## src/rtl/float_tally_pkg.sv

```systemverilog
`default_nettype none
// ============================================================================
// Module   : float_tally_pkg
// Purpose  : Shared definitions for the float_tally block. Holds the one-hot
//            class bit indices, the FSM state encoding and the default
//            counter width.
// Revision : 1.0 - initial release
// ============================================================================
package float_tally_pkg;

    // Default width of every class counter and of frame_len
    localparam int CNT_W_DEFAULT = 16;

    // Bit positions inside the 5-bit one-hot class vector
    localparam int CLS_ZERO    = 0;
    localparam int CLS_NORM    = 1;
    localparam int CLS_SUB     = 2;
    localparam int CLS_INF     = 3;
    localparam int CLS_NAN     = 4;
    localparam int NUM_CLASSES = 5;

    // Frame sequencing states
    typedef enum logic [1:0] {
        ST_IDLE = 2'd0,
        ST_RUN  = 2'd1,
        ST_DONE = 2'd2
    } state_t;

endpackage : float_tally_pkg
`default_nettype wire

```

## src/rtl/float_classify.sv

```systemverilog
`default_nettype none
// ============================================================================
// Module   : float_classify
// Purpose  : Purely combinational IEEE-754 single-precision classifier.
//            Produces a one-hot class vector (zero, normal, subnormal,
//            infinity, NaN); exactly one bit is set for any input.
// Ports    : i_num   - 32-bit single-precision operand
//            o_class - 5-bit one-hot class, bit indices from float_tally_pkg
// Revision : 1.0 - initial release
// ============================================================================
module float_classify
    import float_tally_pkg::*;
(
    input  logic [31:0]            i_num,
    output logic [NUM_CLASSES-1:0] o_class
);

    logic [7:0]  w_exp;
    logic [22:0] w_frac;
    logic        w_exp_min;
    logic        w_exp_max;
    logic        w_frac_nz;

    assign w_exp     = i_num[30:23];
    assign w_frac    = i_num[22:0];
    assign w_exp_min = (w_exp == 8'h00);
    assign w_exp_max = (w_exp == 8'hFF);
    assign w_frac_nz = |w_frac;

    // Sign bit is irrelevant to the class, so +0 and -0 both land in ZERO
    always_comb begin
        o_class           = '0;
        o_class[CLS_ZERO] = w_exp_min & ~w_frac_nz;
        o_class[CLS_SUB]  = w_exp_min &  w_frac_nz;
        o_class[CLS_INF]  = w_exp_max & ~w_frac_nz;
        o_class[CLS_NAN]  = w_exp_max &  w_frac_nz;
        o_class[CLS_NORM] = ~w_exp_min & ~w_exp_max;
    end

endmodule : float_classify
`default_nettype wire

```

## src/rtl/float_tally.sv

```systemverilog
`default_nettype none
// ============================================================================
// Module   : float_tally
// Purpose  : Counts the IEEE-754 single-precision classes of a frame of
//            frame_len operands. A start pulse in IDLE opens a frame, each
//            in_valid & in_ready transfer bumps one class counter, and after
//            the last operand the block sits in DONE with stable counts
//            until ack returns it to IDLE (counts held until next start).
// Config   : FLOAT_TALLY_NAN_CAPTURE_EN - when defined, the first NaN of a
//            frame is latched into first_nan and nan_seen is raised; when
//            undefined both outputs are tied to zero.
// Ports    : clk, reset (async, active high)
//            start, frame_len          - frame open pulse and length
//            in_valid, num, in_ready   - operand stream handshake
//            done, ack                 - result ready / consumed
//            cnt_zero .. cnt_nan       - per-class tallies
//            first_nan, nan_seen       - first NaN operand and its flag
// Revision : 1.0 - initial release
// ============================================================================
module float_tally
    import float_tally_pkg::*;
#(
    parameter int CNT_W = CNT_W_DEFAULT
) (
    input  logic             clk,
    input  logic             reset,
    input  logic             start,
    input  logic [CNT_W-1:0] frame_len,
    input  logic             in_valid,
    input  logic [31:0]      num,
    output logic             in_ready,
    output logic             done,
    input  logic             ack,
    output logic [CNT_W-1:0] cnt_zero,
    output logic [CNT_W-1:0] cnt_norm,
    output logic [CNT_W-1:0] cnt_sub,
    output logic [CNT_W-1:0] cnt_inf,
    output logic [CNT_W-1:0] cnt_nan,
    output logic [31:0]      first_nan,
    output logic             nan_seen
);

    state_t                 r_state;
    state_t                 w_state_nxt;
    logic [CNT_W-1:0]       r_remaining;
    logic [CNT_W-1:0]       r_cnt [NUM_CLASSES];
    logic [NUM_CLASSES-1:0] w_class;
    logic                   w_open;
    logic                   w_xfer;

    float_classify u_classify (
        .i_num   (num),
        .o_class (w_class)
    );

    // start is only honoured in IDLE; ack only in DONE (handled in the FSM)
    assign w_open = (r_state == ST_IDLE) && start;
    assign w_xfer = in_valid && in_ready;

    // ------------------------------------------------------------------
    // FSM
    // ------------------------------------------------------------------
    always_ff @(posedge clk or posedge reset) begin
        if (reset) begin
            r_state <= ST_IDLE;
        end else begin
            r_state <= w_state_nxt;
        end
    end

    always_comb begin
        w_state_nxt = r_state;
        in_ready    = 1'b0;
        done        = 1'b0;
        case (r_state)
            ST_IDLE: begin
                if (start) begin
                    // An empty frame has nothing to stream: finish at once
                    w_state_nxt = (frame_len == '0) ? ST_DONE : ST_RUN;
                end
            end
            ST_RUN: begin
                in_ready = 1'b1;
                if (in_valid && (r_remaining == CNT_W'(1))) begin
                    w_state_nxt = ST_DONE;
                end
            end
            ST_DONE: begin
                done = 1'b1;
                // ack wins over a simultaneous start because start is
                // decoded only in IDLE
                if (ack) begin
                    w_state_nxt = ST_IDLE;
                end
            end
            default: begin
                w_state_nxt = ST_IDLE;
            end
        endcase
    end

    // ------------------------------------------------------------------
    // Remaining-operand counter and class tallies
    // ------------------------------------------------------------------
    always_ff @(posedge clk or posedge reset) begin
        if (reset) begin
            r_remaining <= '0;
        end else if (w_open) begin
            r_remaining <= frame_len;
        end else if (w_xfer) begin
            r_remaining <= r_remaining - CNT_W'(1);
        end
    end

    // No overflow guard needed: a counter can never exceed frame_len
    always_ff @(posedge clk or posedge reset) begin
        if (reset) begin
            for (int i = 0; i < NUM_CLASSES; i++) begin
                r_cnt[i] <= '0;
            end
        end else if (w_open) begin
            for (int i = 0; i < NUM_CLASSES; i++) begin
                r_cnt[i] <= '0;
            end
        end else if (w_xfer) begin
            for (int i = 0; i < NUM_CLASSES; i++) begin
                if (w_class[i]) begin
                    r_cnt[i] <= r_cnt[i] + CNT_W'(1);
                end
            end
        end
    end

    assign cnt_zero = r_cnt[CLS_ZERO];
    assign cnt_norm = r_cnt[CLS_NORM];
    assign cnt_sub  = r_cnt[CLS_SUB];
    assign cnt_inf  = r_cnt[CLS_INF];
    assign cnt_nan  = r_cnt[CLS_NAN];

    // ------------------------------------------------------------------
    // Optional first-NaN capture
    // ------------------------------------------------------------------
`ifdef FLOAT_TALLY_NAN_CAPTURE_EN
    logic [31:0] r_first_nan;
    logic        r_nan_seen;

    always_ff @(posedge clk or posedge reset) begin
        if (reset) begin
            r_first_nan <= '0;
            r_nan_seen  <= 1'b0;
        end else if (w_open) begin
            r_first_nan <= '0;
            r_nan_seen  <= 1'b0;
        end else if (w_xfer && w_class[CLS_NAN] && !r_nan_seen) begin
            r_first_nan <= num;
            r_nan_seen  <= 1'b1;
        end
    end

    assign first_nan = r_first_nan;
    assign nan_seen  = r_nan_seen;
`else
    assign first_nan = '0;
    assign nan_seen  = 1'b0;
`endif

endmodule : float_tally
`default_nettype wire

```

## config.mk

```make
export PLATFORM = sky130hd
export DESIGN_NAME = float_tally
export DESIGN_NICKNAME = d
export VERILOG_FILES = /design/src/rtl/float_tally_pkg.sv /design/src/rtl/float_classify.sv /design/src/rtl/float_tally.sv
export SDC_FILE = /design/constraint.sdc
export NUM_CORES = 1
export LEC_CHECK = 0
export ABC_AREA = 1
export BUFFER_PORTS_ARGS = -buffer_cell sky130_fd_sc_hd__buf_2
export CAP_MARGIN = 20
export CELL_PAD_IN_SITES_DETAIL_PLACEMENT = 2
export CELL_PAD_IN_SITES_GLOBAL_PLACEMENT = 2
export CORE_MARGIN = 2
export CORE_UTILIZATION = 29
export DETAILED_ROUTE_END_ITERATION = 7
export GPL_ROUTABILITY_DRIVEN = 0
export HOLD_SLACK_MARGIN = 0.05
export PLACE_DENSITY = 0.91
export SETUP_SLACK_MARGIN = 0.05
export SYNTH_ARGS = -nofsm -noshare
export SYNTH_HDL_FRONTEND = slang
export SYNTH_SLANG_ARGS = --single-unit
export TNS_END_PERCENT = 20
```

## constraint.sdc

```tcl
create_clock -name clk -period 3.3 [get_ports clk]
set_clock_uncertainty 0.15 [all_clocks]
set_input_delay 0.33 -clock clk [delete_from_list [all_inputs] [get_ports clk]]
set_output_delay 0.33 -clock clk [all_outputs]
set_load 0.03 [all_outputs]
```

After elaboration in Yosys (flattened, before gate mapping)
Cells that the tools add are included.

Bitwise logic cells: 8. Equal/unequal tests: 7. Muxes and demuxes: 16. Reductions and logical operators: 19. $add $sub $neg: 6.

Operators by type and width (count): $mux 80 (2); $mux 16 (7); $add 16x1->16 const B (5); $reduce_or 23->1 (1); $eq 16x1->1 const B (1); $logic_not 16->1 (1); $sub 16x1->16 const B (1); $reduce_bool 2->1 (6); $reduce_and 2->1 (5); $eq 8x8->1 const B (1); $logic_not 8->1 (1); $mux 2 (4); $ne 2x2->1 const B (3); $pmux 2 s3 (1); $and 1x1->1 (5); $logic_and 1x1->1 (3); $not 1->1 (3); $reduce_and 3->1 (1); $eq 2x1->1 const B (1); $eq 2x2->1 const B (1); $logic_not 2->1 (1); $mux 1 (2).

Output and inout port bits: 115. Register bits: 98. Word-level logic and storage cells: 63.

Depth between registers and ports, before layout
Word-level depth: 6. Depth in mapped cells: 10.

Cells and area by module
A second synthesis with hierarchy kept.

Cell total of the unflattened synthesis: 988. Area total of the unflattened synthesis: 6530.0 sq um.

Modules (own cells, without submodules): float_tally (cells an instance 947, area each 6347.3 sq um, times used 1); float_classify (cells an instance 41, area each 182.7 sq um, times used 1).

Least setup slack after synthesis
No wires, ideal clock.

Kind: register to register. Start: reg r_cnt (netlist bit cnt_zero[0]). End: reg r_cnt (netlist bit cnt_zero[8]). Slack: 1506 ps. Clock period less this slack: 1794 ps. Required time: 3084 ps. Arrival: 1579 ps. Stages on the path, launching flop included: 8. Cells stage by stage: dfrtp_1 > ha_1 > nand2_1 > nor2_1 > nand2_1 > xor2_1 > nand3b_1 > nand2_1.

Word-level cells in the longest chain between the ends: 4.

Ends and longest elaborated chain: start: declaration (line float_tally.sv:46) `logic [CNT_W-1:0] r_cnt [NUM_CLASSES];`; start signal: indexed assignment (line float_tally.sv:128) `r_cnt[i] <= r_cnt[i] + CNT_W'(1);`; $add 16x1->16 (line float_tally.sv:128); $mux 16 (line float_tally.sv:127) `if (w_class[i]) begin`; $mux 80 (line float_tally.sv:125) `end else if (w_xfer) begin`; $mux 80 (line float_tally.sv:121) `end else if (w_open) begin`.

No other way between the ends. The select of a mux whose other input is x is not followed. A chain may end at the register's enable or synchronous reset.

Worst setup path after layout
Start: reg r_state[0]. End: reg r_cnt (netlist bit cnt_zero[7]).

Word-level cells in the longest chain between the ends: 5. Elaborated cells on any way between the ends: 9. Those cells by class: eq/ne (1); mux (2); reduce/logical (6).

Ends and longest elaborated chain: start: declaration (line float_tally.sv:43) `state_t r_state;`; start signal: assignment (line float_tally.sv:67) `r_state <= w_state_nxt;`; $eq 2x1->1 (line float_tally.sv:75) `case (r_state)`; $mux 1 (line float_tally.sv:75); $logic_and 1x1->1 (line float_tally.sv:58) `assign w_xfer = in_valid && in_ready;`; $reduce_bool 2->1 (no source line); $reduce_and 2->1 (no source line).

Several ways; a longest one is shown, not always the timed one.

==> PnR_summary.wiki <==
{| class="wikitable"
! Metric !! Value
|-
| Register share of total power || 0.385
|-
| Effective utilization at floorplan || 0.2957
|-
| Slew margin rel. || 0.5032
|-
| Number of max-slew violations in the final report || 0
|-
| Number of buffers created by CTS || 9
|-
| Synth unique cells || 37
|-
| Biggest area contributors in the synthesized netlist || sky130_fd_sc_hd__dfrtp_1, sky130_fd_sc_hd__nand2_1, sky130_fd_sc_hd__nand3_1, sky130_fd_sc_hd__nor2_1, sky130_fd_sc_hd__xor2_1
|-
| Clock-pin slew reported for the worst setup and hold paths after clock tree synthesis || 0.08 ns
|-
| GRT Util Overall || 0.1972
|-
| Area share of the largest cell type after synthesis || 0.3523
|-
| Total internal power || 0.002232 W
|-
| Most common cell on crit path || sky130_fd_sc_hd__nand2_1
|-
| Drt via density || 4.893
|-
| N_diodes || 0
|-
| Grt total ovfl || 0
|-
| Final setup violation count || 0
|-
| Largest net degree at the start of global routing || 53
|-
| Top achievable clock speed || 426.9 MHz
|-
| Fraction of final layout cells sized beyond drive strength 1 || 0.1546
|-
| Antenna-violating nets left || 0
|-
| Critical path capture point type || flop
|-
| Critical path, cell by cell || nand3_2, clkinv_2, nand2_4, nor2_8, nor2_2, nand2_1, nand2_1
|-
| Max incr delay on CP || 0.48 ns
|-
| Clock power share || 0.293
|-
| Cell at the root of the clock tree || sky130_fd_sc_hd__clkbuf_16
|-
| Worst R2R Path Depth || 7
|-
| Final clock period utilization by the worst path || 0.7098
|-
| Setup slack, reg-to-reg || 0.96 ns
|-
| Capture point of the critical path || cnt_zero[7]
|-
| Synthesis-to-finish area growth || 16.18%
|-
| Final Hold Viols || 0
|-
| Number of violations of the max-capacitance limit || 0
|-
| Post-synth design cell area || 0.006962 mm²
|-
| Initial antenna violation count || 0
|-
| Number of nets in the layout || 1200
|-
| Cell at the slowest stage of the critical path || sky130_fd_sc_hd__nor2_2
|-
| Post-layout utilization of the core || 0.3435
|-
| Post-Route WL || 24600 µm
|-
| Pleak || 4.143 nW
|-
| Number of synthesis warnings || 0
|-
| Average routed wire per standard cell || 16.80 µm
|-
| CTS-repair resized insts || 0
|-
| Sum of negative setup slack || 0 ns
|-
| Half-perimeter wire length after placement || 18170 µm
|-
| Clock period minus final worst setup slack || 2.342 ns
|-
| Wire length of the first global-routing pass || 41010 µm
|-
| Clk_lat worst skew || 0.35 ns
|-
| WP data arrival || 2.49 ns
|-
| Critical path class || reg -> reg
|-
| Critical path required time || 3.45 ns
|-
| Reg2reg start || r_state[0]
|-
| Post-Synthesis Cells || 1019
|-
| Overall via count from detail_route || 7164
|-
| Cell depth of the worst setup path || 7
|-
| Max clock buf depth || 2
|-
| Top FF cell, synth || sky130_fd_sc_hd__dfrtp_1
|-
| Worst path buffer plus inverter count || 1
|-
| Die Ht || 158.9 µm
|-
| Die Span X || 158.9 µm
|-
| Initial DRC count || 279
|-
| Placeable Area || 0.02354 mm²
|-
| CP Max Fanout || 17
|-
| IO Count || 168
|-
| Seq cells post-synth || 98
|-
| Clock tree from TritonCTS || built
|-
| Power per cell area || 466.8 mW/mm²
|-
| Die outline area || 0.02526 mm²
|-
| Vias in the first global route || 7923
|-
| RSZ-0062 raised after global routing || false
|-
| Max IR drop VDD || 228.6 µV
|-
| Placed cell area || 0.007771 mm²
|-
| Final Total Pwr || 0.003775 W
|-
| Kind of cell adding the most delay to the critical path || simple AND/OR/NAND/NOR gates
|-
| TritonCTS sink count || 98
|-
| EDFF count, synth || 0
|-
| Largest area contributor in the netlist || sky130_fd_sc_hd__dfrtp_1
|-
| Path class of the lowest-slack min-delay path || in -> reg
|-
| Async set-or-reset flop fraction in the synthesized netlist || 1.000
|-
| Detailed-route DRC error count || 0
|-
| Average cell area after synthesis || 6.832 µm²
|-
| Power share of the combinational group || 0.322
|-
| Iteration count of the initial detailed-routing pass || 4
|-
| Most common library cell in the layout ignoring fill and taps || sky130_fd_sc_hd__nand2_1
|-
| Net switching fraction of the power || 0.4089
|-
| Least-Margin Pin Slew || 0.7452 ns
|-
| NetSw || 0.001544 W
|-
| Worst Setup Start Kind || flop
|-
| Result of the run || completed
|-
| Timing startpoint of the critical path || r_state[0]
|-
| Number of buffer cells added on primary ports || 133
|-
| Cell Rows || 56
|-
| Part of the Yosys area used for sequential elements || 0.3523
|-
| Max H-tree Level || 3
|-
| Final standard cell area without fillers || 0.008088 mm²
|-
| Top library cells by usage in the layout, fill and taps aside || sky130_fd_sc_hd__nand2_1, sky130_fd_sc_hd__nor2_1, sky130_fd_sc_hd__buf_2
|-
| Endpoint of the most critical register-to-register path || cnt_zero[7]
|}
logic make-up after synthesis:
logic type,count (synthesis),share of synthesized area
buffers and inverters,147,0.1078
AOI/OAI and AO/OA,33,0.02912
other,1,0.0005387
and+or+nand+nor,691,0.4448
xor gates and xnor gates,42,0.05284
adders and majority gates,7,0.01258
DFF,98,0.3523
through the flow:
stage / worst slack, ns / instances / hold WS, ns
after floorplan: 0.2579 / 1051 / 0.3068
final: 0.9577 / 1464 / 0.07487
after CTS: 0.8925 / 1464 / 0.06418
after detailed placement: 0.9192 / 1446 / 0.3766
after global placement: 1.007 / 1446 / 0.3657
after global routing: 0.7939 / 1464 / 0.09032
layer usage:
metal / GRT usage / routed length (µm) / part of all wire
met3: 0.03386 / 848 / 0.034
met4: 0.05000 / 413 / 0.017
met1: 0.2327 / 10460 / 0.43
met5: 0 / 0 / 0
met2: 0.3698 / 12880 / 0.52
flip-flops by register name, indices dropped and copies added, names as in the netlist:
signal / count
r_remaining: 16
cnt_nan: 16
cnt_sub: 16
r_state: 2
cnt_inf: 16
cnt_zero: 16
cnt_norm: 16
worst reg2reg max path: cells and delay by family (launching register included):
kind	cells	cell delay, ns
buffers and inverters	1	0.35
DFF	1	0.43
and+or+nand+nor	6	1.36
worst min path at each step:
stage	end	from	cells past startpoint
after global placement	cnt_nan[15]	reset	2
after floorplan	r_remaining[1]	frame_len[1]	2
final	r_remaining[2]	frame_len[2]	3
after detailed placement	cnt_nan[15]	reset	2
after global routing	r_remaining[2]	frame_len[2]	3
after CTS	r_remaining[2]	frame_len[2]	3
area by class of cell:
class / count / area [µm²]
Clock buffer: 10 / 229.0
Tap cell: 319 / 399.1
Clock inverter: 6 / 67.56
Sequential cell: 98 / 2452
Fill cell: 2913 / 15450
Inverter: 87 / 335.3
Multi-Input combinational cell: 806 / 3884
Timing Repair Buffer: 138 / 720.7
power by group through the flow:
stage	registers (W)	logic (W)	clock network, W
after global routing	0.00147	0.00138	0.00119
after floorplan	0.00147	0.000910	0
after CTS	0.00145	0.00124	0.00115
after global placement	0.00147	0.00115	0
after detailed placement	0.00147	0.00122	0
final	0.00145	0.00122	0.00111
cell usage after synthesis, types with 9 or more instances:
cell,number
sky130_fd_sc_hd__buf_2,10
sky130_fd_sc_hd__buf_4,40
sky130_fd_sc_hd__dfrtp_1,98
sky130_fd_sc_hd__inv_1,81
sky130_fd_sc_hd__nand2_1,334
sky130_fd_sc_hd__nand3_1,121
sky130_fd_sc_hd__nand3b_1,38
sky130_fd_sc_hd__nand4_1,28
sky130_fd_sc_hd__nor2_1,141
sky130_fd_sc_hd__nor3_1,9
sky130_fd_sc_hd__o21ai_0,12
sky130_fd_sc_hd__xor2_1,37
timing repair:
| item | in CTS | in global routing |
|---|---|---|
| hold endpoints to repair | 52 | 0 |
| setup endpoints to repair | 0 | 0 |
| buffers inserted | 0 | 0 |
| hold buffers | 2 | 0 |
Power figures use the tool's default switching activity.
